**src/rtl/axi_stream_selector_pkg.sv**
```systemverilog
// axi_stream_selector_pkg: shared types and constants for the N-way stream selector
package axi_stream_selector_pkg;
  typedef enum logic [0:0] {IDLE, LOCKED} sel_state_t;
  localparam int DROP_CNT_WIDTH = 16;
endpackage

```
**src/rtl/axi_stream_skid_slice.sv**
```systemverilog
// axi_stream_skid_slice: main+skid register slice with a registered upstream ready
module axi_stream_skid_slice #(
  parameter int DATA_WIDTH = 16,
  parameter int DEST_WIDTH = 8,
  parameter int USER_WIDTH = 8
) (
  input  logic                  clk_i,
  input  logic                  rst_ni,
  input  logic [DATA_WIDTH-1:0] s_data_i,
  input  logic [DEST_WIDTH-1:0] s_dest_i,
  input  logic [USER_WIDTH-1:0] s_user_i,
  input  logic                  s_last_i,
  input  logic                  s_valid_i,
  output logic                  s_ready_o,
  output logic [DATA_WIDTH-1:0] m_data_o,
  output logic [DEST_WIDTH-1:0] m_dest_o,
  output logic [USER_WIDTH-1:0] m_user_o,
  output logic                  m_last_o,
  output logic                  m_valid_o,
  input  logic                  m_ready_i
);
  localparam int PW = DATA_WIDTH + DEST_WIDTH + USER_WIDTH + 1;
  logic [PW-1:0] in_w, main_q, main_d, skid_q, skid_d;
  logic          main_vld_q, main_vld_d, skid_vld_q, skid_vld_d, acc, ret;
  assign in_w      = {s_data_i, s_dest_i, s_user_i, s_last_i};
  assign s_ready_o = ~skid_vld_q;
  assign acc       = s_valid_i & ~skid_vld_q;
  assign ret       = main_vld_q & m_ready_i;
  assign {m_data_o, m_dest_o, m_user_o, m_last_o} = main_q;
  assign m_valid_o = main_vld_q;
  // Refill main from skid first (skid full implies no accept), else from input; park input in skid on stall
  always_comb begin
    main_d     = main_q;
    main_vld_d = main_vld_q;
    skid_d     = skid_q;
    skid_vld_d = skid_vld_q;
    if (ret || !main_vld_q) begin
      if (skid_vld_q) begin
        main_d     = skid_q;
        main_vld_d = 1'b1;
        skid_vld_d = 1'b0;
      end else begin
        main_vld_d = acc;
        if (acc) main_d = in_w;
      end
    end else if (acc) begin
      skid_d     = in_w;
      skid_vld_d = 1'b1;
    end
  end
  // Slice registers, emptied and zeroed on reset
  always_ff @(posedge clk_i or negedge rst_ni) begin
    if (!rst_ni) begin
      main_q     <= '0;
      main_vld_q <= 1'b0;
      skid_q     <= '0;
      skid_vld_q <= 1'b0;
    end else begin
      main_q     <= main_d;
      main_vld_q <= main_vld_d;
      skid_q     <= skid_d;
      skid_vld_q <= skid_vld_d;
    end
  end
endmodule

```
**src/rtl/axi_stream_selector_n.sv**
```systemverilog
// axi_stream_selector_n: registered 1-to-N stream demux with packet-atomic selection and drop counting
module axi_stream_selector_n
  import axi_stream_selector_pkg::*;
#(
  parameter int  DATA_WIDTH  = 16,
  parameter int  DEST_WIDTH  = 8,
  parameter int  USER_WIDTH  = 8,
  parameter int  N_OUTPUTS   = 4,
  parameter int  PACKET_MODE = 1,
  localparam int ADDR_WIDTH  = $clog2(N_OUTPUTS)
) (
  input  logic                            clk_i,
  input  logic                            rst_ni,
  input  logic [ADDR_WIDTH-1:0]           address_i,
  input  logic [DATA_WIDTH-1:0]           s_data_i,
  input  logic [DEST_WIDTH-1:0]           s_dest_i,
  input  logic [USER_WIDTH-1:0]           s_user_i,
  input  logic                            s_last_i,
  input  logic                            s_valid_i,
  output logic                            s_ready_o,
  output logic [N_OUTPUTS*DATA_WIDTH-1:0] m_data_o,
  output logic [N_OUTPUTS*DEST_WIDTH-1:0] m_dest_o,
  output logic [N_OUTPUTS*USER_WIDTH-1:0] m_user_o,
  output logic [N_OUTPUTS-1:0]            m_last_o,
  output logic [N_OUTPUTS-1:0]            m_valid_o,
  input  logic [N_OUTPUTS-1:0]            m_ready_i,
  output logic [ADDR_WIDTH-1:0]           active_sel_o,
  output logic [DROP_CNT_WIDTH-1:0]       drop_count_o
);
  localparam int NS = 1 << ADDR_WIDTH;
  localparam logic [ADDR_WIDTH:0] N_L = N_OUTPUTS[ADDR_WIDTH:0];
  sel_state_t                state_q, state_d;
  logic [ADDR_WIDTH-1:0]     lock_q, lock_d, sel;
  logic [DROP_CNT_WIDTH-1:0] drop_q, drop_d;
  logic [N_OUTPUTS-1:0]      slice_rdy;
  logic [NS-1:0]             rdy_all;
  logic                      acc, in_range;
  assign sel          = state_q == LOCKED ? lock_q : address_i;
  assign in_range     = {1'b0, sel} < N_L;
  assign s_ready_o    = rst_ni & rdy_all[sel];
  assign acc          = s_valid_i & s_ready_o;
  assign active_sel_o = sel;
  assign drop_count_o = drop_q;
  // Ready lookup; unused (out-of-range) codes always accept so beats can be discarded
  always_comb begin
    rdy_all = '1;
    for (int k = 0; k < N_OUTPUTS; k++) rdy_all[k] = slice_rdy[k];
  end
  // Selection FSM: lock address on first beat of a multi-beat packet, release on tlast
  always_comb begin
    state_d = state_q;
    lock_d  = lock_q;
    if (PACKET_MODE != 0 && acc) begin
      if (state_q == IDLE && !s_last_i) begin
        state_d = LOCKED;
        lock_d  = address_i;
      end else if (state_q == LOCKED && s_last_i) begin
        state_d = IDLE;
      end
    end
    drop_d = (acc && !in_range && !(&drop_q)) ? drop_q + 1'b1 : drop_q;
  end
  // FSM, lock and saturating drop counter registers
  always_ff @(posedge clk_i or negedge rst_ni) begin
    if (!rst_ni) begin
      state_q <= IDLE;
      lock_q  <= '0;
      drop_q  <= '0;
    end else begin
      state_q <= state_d;
      lock_q  <= lock_d;
      drop_q  <= drop_d;
    end
  end
  for (genvar k = 0; k < N_OUTPUTS; k++) begin : g_slice
    axi_stream_skid_slice #(
      .DATA_WIDTH(DATA_WIDTH),
      .DEST_WIDTH(DEST_WIDTH),
      .USER_WIDTH(USER_WIDTH)
    ) u_slice (
      .clk_i    (clk_i),
      .rst_ni   (rst_ni),
      .s_data_i (s_data_i),
      .s_dest_i (s_dest_i),
      .s_user_i (s_user_i),
      .s_last_i (s_last_i),
      .s_valid_i(s_valid_i && sel == ADDR_WIDTH'(k)),
      .s_ready_o(slice_rdy[k]),
      .m_data_o (m_data_o[k*DATA_WIDTH +: DATA_WIDTH]),
      .m_dest_o (m_dest_o[k*DEST_WIDTH +: DEST_WIDTH]),
      .m_user_o (m_user_o[k*USER_WIDTH +: USER_WIDTH]),
      .m_last_o (m_last_o[k]),
      .m_valid_o(m_valid_o[k]),
      .m_ready_i(m_ready_i[k])
    );
  end
endmodule

```
**config.mk**
```make
export PLATFORM = sky130hd
export DESIGN_NAME = axi_stream_selector_n
export DESIGN_NICKNAME = d
export VERILOG_FILES = /design/src/rtl/axi_stream_selector_pkg.sv /design/src/rtl/axi_stream_skid_slice.sv /design/src/rtl/axi_stream_selector_n.sv
export SDC_FILE = /design/constraint.sdc
export NUM_CORES = 1
export LEC_CHECK = 0
export BUFFER_PORTS_ARGS = -buffer_cell sky130_fd_sc_hd__buf_4
export CAP_MARGIN = 0
export CORE_MARGIN = 10
export CORE_UTILIZATION = 35
export DETAILED_ROUTE_END_ITERATION = 7
export GPL_TIMING_DRIVEN = 1
export PLACE_DENSITY_LB_ADDON = 0.08
export SETUP_SLACK_MARGIN = 0.2
export SLEW_MARGIN = 15
export SYNTH_ARGS = -nofsm -noshare
export SYNTH_HDL_FRONTEND = slang
export SYNTH_HIERARCHICAL = 1
export SYNTH_SLANG_ARGS = --single-unit
```
**constraint.sdc**
```tcl
create_clock -name clk_i -period 2.1 [get_ports clk_i]
set_clock_uncertainty 0.2 [all_clocks]
set_input_delay 0 -clock clk_i [delete_from_list [all_inputs] [get_ports clk_i]]
set_output_delay 0 -clock clk_i [all_outputs]
set_load 0.03 [all_outputs]
```
==> flow_summary.toml, run 1 <==
[hold_path]
holdCritPathClass = "in -> reg"
timing.hold.worst.start = "address_i[0]"

[clock_network]
clockRootBuffer = "clkbuf_16"
cts_max_path_buffers = 3
worst_skew_pair.late_latency_ps = 560
clkSinkCount = 275
ctsHtreeMaxLevel = 1
tritoncts.num_buffers = 31
cts.clk_slew.worst_paths_ps = 60
tritoncts = "done"

[timing]
worst-slew-pin-transition_ps = 683
period_needed_ps = 2350
timing.max_slew.rel_slack = 0.544
rsz_0062_raised_after_global_routing = "yes"
max_freq_mhz = 426
report.final.setup_viol = 268
final_min_period_over_clock_period = 1.12
hold_viol_final = 0
final_setup_margin_ps = -247
pins_over_their_slew_limit = 0

[detailed_routing]
drt-total-wl_um = 36100
detailedRoute.firstIterationViolations = 321
first_pass_iters = 4
drc_errors = 0
route.vias.total = 7354
via_per_inst = 4.73
average_routed_wire_per_standard_cell_um = 23.2
drtAntennaViolNets = 0

[cells_and_area]
area.growth.synth_to_final_pct = 41.2
finished_layout_cells = 1555
drive_gt1_frac = 0.673
n_diodes = 0
final_net_count = 1121

[flow_run]
drv_cap = 0

[die]
initial_core_util = 0.355
die_area_um2 = 42900
core_region_area_um2 = 34500
placementRows = 68
die_height_um = 207
ios = 197
width_of_the_die_um = 207

[global_route]
grt.overflow.total = 0
grt_first_pass_wirelength_um = 50600
grt_pass1_vias = 7698
number_of_antenna_violations_at_the_first_check_in_global_routing = 0
globalRouteTotalUtil = 0.148
grt_max_degree = 125

[synthesis]
netlist-cell-type-count = 20
synth.yosys.warnings = 6
average_size_of_a_mapped_cell_um2 = 15.7
synth.cells.most_frequent = "mux2_2 (397), dfrtp_1 (275), buf_6 (28), buf_2 (16), buf_4 (16)"
synth_edf_count = 0
synth.largest_area_cell = "dfrtp_1"
ys_seq_area_frac = 0.561
yosysTopAreaCellShare = 0.561
synth.cell_area_um2 = 12300
post_synth_main_area_contributors = "dfrtp_1 (56%), mux2_2 (36%), buf_6 (2.6%), buf_4 (0.98%), buf_2 (0.65%)"
ys_async_sr_fraction = 1.00
synth.most_common_cell = "mux2_2"
yosys_register_bits = 275
ys.flop_type = "dfrtp_1"
netlist_instances = 780

[placement]
placement.io_buffers = 180
gpl_congestion = 0.693
detailedPlace.worstSlack_ps = -129
placedCellCount = 1413
hpwlAfterDp_um = 21400

[status]
outcome = "complete, but fails checks"
violated_checks = "negative setup slack"

[critical_path]
ff2ff_setup_slack_ps = -250
worst-r2r-cell-count = 11
critical_path.startpoint = "state_q"
critical_path.endpoint = "g_slice[0].u_slice/main_q[28]"
worst_r2r_endpoint = "g_slice[0].u_slice/main_q[28]"
worst-endpoint-required_ps = 2330
crit_path_max_fanout = 6
timing.critical_path.from_type = "register"
reg2reg_from = "state_q"
worstSetupPathType = "reg -> reg"
critical_path_arrival_ps = 2580
timing.critical_path.to_type = "register"

[power]
power_density_nw_per_um2 = 1520
vdd_drop_max_v = 0.000894
power.leakage_nw = 7.91
worst min-delay path by stage:
stage          slack (ps)  depth (start not counted)                            end
6_report               10                          8   g_slice[3].u_slice/m_valid_o
5_1_grt                30                          8   g_slice[3].u_slice/m_valid_o
4_1_cts                30                          3                      lock_q[0]
3_5_place_dp         -360                          1  g_slice[1].u_slice/skid_vld_q
3_3_place_gp         -360                          1   g_slice[1].u_slice/skid_q[0]
2_1_floorplan        -500                          0   g_slice[0].u_slice/m_valid_o
critical path, cell delays in order (launching register included):
cell,delay [ps]
dfrtp_1,400
buf_6,130
mux2_4,340
inv_4,70
nand2_2,60
nor2_4,130
buf_6,110
nor2_4,30
nor2b_4,130
buf_12,160
clkbuf_16,170
mux2_4,290
registers in the layout, summed over array words and instances, names as in the netlist:
name                        cells
g_slice.u_slice/skid_vld_q      4
g_slice.u_slice/m_valid_o       4
lock_q                          2
g_slice.u_slice/skid_q        132
g_slice.u_slice/main_q        132
state_q                         1
metrics by stage:
step	instance area [um2]	util	hold WS, ps	total power [mW]	setup TNS, ps
after floorplan	12500	-	-496	15.6	-15010
after global placement	14400	0.417	-358	19.5	-8370
after detailed placement	14400	0.417	-359	19.6	-11380
after CTS	16100	0.466	34.0	25.1	-37300
after global routing	17300	0.501	34.1	27.7	-62600
final	17300	0.501	10.3	26.3	-44120
kinds of logic after synthesis:
kind of cell             count (synthesis)  share of synthesized area
adder cells (fa/ha/maj)                  1                    0.00102
other                                    1                   0.000306
AND/OR/NAND/NOR                         34                     0.0233
buffers and inverters                   67                     0.0442
flip-flops                             275                      0.561
multiplexers                           402                      0.370
layer usage:
| layer | GRT usage | wire length (um) |
|---|---|---|
| met3 | 0.0325 | 1540 |
| met4 | 0.0251 | 359 |
| met2 | 0.226 | 16600 |
| met5 | 0 | 0 |
| met1 | 0.213 | 17600 |
layout make-up:
type / instances / area [um2]
Timing Repair Buffer: 310 / 3210
Clock buffer: 51 / 901
Sequential cell: 275 / 6890
Clock inverter: 4 / 23.8
Inverter: 7 / 28.8
Fill cell: 3034 / 17200
Tap cell: 455 / 569
Multi-Input combinational cell: 453 / 5700
power breakdown:
group / switching (mW) / internal, mW / leakage (nW)
clock: 2.15 / 2.89 / 0.452
sequential: 1.51 / 7.84 / 3.40
combinational: 5.61 / 6.33 / 4.06
repair_timing:
item,4_1_cts,5_1_grt
hold buffers,42,0
setup buffers,11,9
gates resized for setup,30,186
endpoints found under the hold margin,550,0
endpoints found under the setup margin,268,269
pin swaps,1,5
cloned,6,19
layout by cell type, fill, tap and decap left out, types with 5 or more instances in the layout:
master / n
buf_16: 5
clkbuf_16: 46
conb_1: 16
buf_4: 199
buf_8: 10
dlygate4sd3_1: 42
dfrtp_1: 271
nor2_4: 7
mux2_2: 209
clkbuf_1: 15
inv_1: 6
buf_12: 20
buf_6: 18
clkbuf_8: 5
mux2_4: 192
(Power assumes the default switching activity.)
==> run 2, diff against run 1 <==
- CTS_BUF_LIST: unset -> sky130_fd_sc_hd__clkbuf_16
- GPL_TIMING_DRIVEN: 1 -> 0
==> run 2 against run 1 <==
  * Final area decreased by 1.3%
  * Global-route usage fell by 0.20 points
  * Worst hold slack worse by 220 ps
  * The run ends with negative hold slack, negative setup slack left
  * Via count rose by 1.3%
  * Flip-flop and latch count is the same
  * Final cell count grew 1.9%
  * Register-to-register slack better by 30 ps
  * First-iteration DRC count is 16% lower
  * Sequential share of layout area is 0.50 points higher
==> flow_summary.toml, run 2 (same netlist as run 1, synthesis figures left out) <==
[placement]
hpwlAfterDp_um = 21700
placed_cell_area_um2 = 14500
gpl_congestion = 0.688
detailedPlace.worstSlack_ps = -477
placement.io_buffers = 180

[cells_and_area]
drive_gt1_frac = 0.675
most-common-layout-cells = "mux2_2 (314), dfrtp_1 (274), buf_4 (209), mux2_4 (86), clkbuf_16 (48)"
top_regs = "g_slice.u_slice/main_q: 132 flops, g_slice.u_slice/skid_q: 132 flops"
final_net_count = 1151
n_diodes = 0
area.growth.synth_to_final_pct = 39.4
final_area_um2 = 17100
mostFrequentLayoutCell = "mux2_2"

[die]
placementRows = 68
core_region_area_um2 = 34500
initial_core_util = 0.355
ios = 197
width_of_the_die_um = 207
die_area_um2 = 42900
die_height_um = 207

[clock_network]
cts.clk_slew.worst_paths_ps = 60
ctsHtreeMaxLevel = 2
worst_skew_pair.late_latency_ps = 500
tritoncts = "done"
tritoncts.num_buffers = 34
clkSinkCount = 275
clockRootBuffer = "clkbuf_16"
cts_max_path_buffers = 3

[power]
p_sw_frac = 0.353
fraction_of_power_consumed_by_combinational_cells = 0.429
switchingPower_mw = 9.04
internal_power_mw = 16.6
power_density_nw_per_um2 = 1500
share_clk_of_total_power = 0.208
power.sequential.fraction = 0.363
vdd_drop_max_v = 0.000796
power.leakage_nw = 7.83

[global_route]
grt_max_degree = 94
number_of_antenna_violations_at_the_first_check_in_global_routing = 0
grt.overflow.total = 0
globalRouteTotalUtil = 0.146
grt_first_pass_wirelength_um = 50000
grt_pass1_vias = 7839

[timing]
report.final.setup_viol = 261
finalSetupTns_ps = -31910
hold_viol_final = 224
max_freq_mhz = 431
rsz_0062_raised_after_global_routing = "yes"
timing.max_slew.rel_slack = 0.366
final_min_period_over_clock_period = 1.11
pins_over_their_slew_limit = 0
period_needed_ps = 2320
worst-slew-pin-transition_ps = 948
final_setup_margin_ps = -222
whs_ps = -210

[detailed_routing]
drt-total-wl_um = 33400
first_pass_iters = 4
via_per_inst = 4.70
drtAntennaViolNets = 0
route.vias.total = 7448
detailedRoute.firstIterationViolations = 270
drc_errors = 0
average_routed_wire_per_standard_cell_um = 21.1

[critical_path]
timing.critical_path.to_type = "register"
critPathMaxStageDelay_ps = 440
worst-endpoint-required_ps = 2290
crit_path_max_fanout = 8
crit_slowest_cell = "dfrtp_2"
worstSetupPathType = "reg -> reg"
critical_path_arrival_ps = 2510
path_cells = "mux2_4 > buf_4 > nor2_4 > nor3b_4 > buf_12 > clkbuf_16 > mux2_2"
timing.critical_path.from_type = "register"

[status]
violated_checks = "negative hold slack, negative setup slack"
outcome = "complete, but fails checks"

[hold_path]
holdCritPathClass = "in -> async"

[flow_run]
drv_cap = 0
-- run 2: changes by cell type in the layout (fill, tap and decap cells not counted), sizes merged --
| cell | before | now |
|---|---|---|
| inv | 8 | 16 |
| clkinv | 3 | 11 |
| clkbuf | 66 | 48 |
| buf | 252 | 284 |
| bufbuf | 1 | 0 |
-- run 2: final timing paths --
kind                                               start                       endpoint  slack [ps]  cells after the start
setup reg to reg                                 state_q  g_slice[1].u_slice/skid_q[10]        -220                      7
hold / removal                                    rst_ni   g_slice[1].u_slice/main_q[2]        -210                      8
min in group clk_i                          address_i[0]                      lock_q[0]          90                      3
setup / recovery                                 state_q  g_slice[1].u_slice/skid_q[10]        -220                      7
max in group asynchronous                         rst_ni   g_slice[1].u_slice/skid_q[8]         160                     10
hold reg to reg            g_slice[3].u_slice/skid_q[18]  g_slice[3].u_slice/skid_q[18]         300                      1
-- run 2: layer usage --
metal | share of wire | vias up | GRT usage
met5 | 0 | - | 0
met4 | 0.017 | 0 | 0.0309
met3 | 0.042 | 44 | 0.0343
met2 | 0.46 | 148 | 0.223
met1 | 0.48 | 3825 | 0.206
li1 | - | 3431 | -
-- run 2: critical path, delay by kind of cell (launching register included) --
kind          cells  cell delay, ps
mux               2             670
buf+inv           3             530
flops             1             440
simple gates      2             350
-- run 2: layout make-up --
type	count	area, um2
Fill cell	3084	17400
Sequential cell	275	6880
Multi-Input combinational cell	453	5270
Timing Repair Buffer	277	2650
Clock buffer	37	926
Buffer	60	683
Tap cell	455	569
Clock inverter	20	81.3
Inverter	7	28.8
-- run 2: power groups by stage --
stage | combinational [mW] | sequential [mW] | clock [mW]
after CTS | 10.3 | 9.29 | 5.55
final | 11.0 | 9.29 | 5.33
after detailed placement | 10.1 | 9.36 | 0
after global placement | 9.98 | 9.29 | 0
after floorplan | 4.03 | 11.6 | 0
after global routing | 11.6 | 9.63 | 5.77
-- run 2: timing repair --
item / 4_1_cts / 5_1_grt
hold endpoints to repair: 550 / 168
cloned: 0 / 11
hold buffers: 50 / 1
pin swaps: 0 / 2
setup endpoints to repair: 268 / 268
setup buffers: 14 / 18
gates resized for setup: 25 / 98
-- run 2: per-stage QoR --
| stage | total power [mW] | cells | util |
|---|---|---|---|
| after floorplan | 15.6 | 795 | - |
| after global placement | 19.3 | 1430 | 0.417 |
| after detailed placement | 19.5 | 1433 | 0.420 |
| after CTS | 25.2 | 1554 | 0.472 |
| after global routing | 27.0 | 1584 | 0.495 |
| final | 25.6 | 1584 | 0.495 |
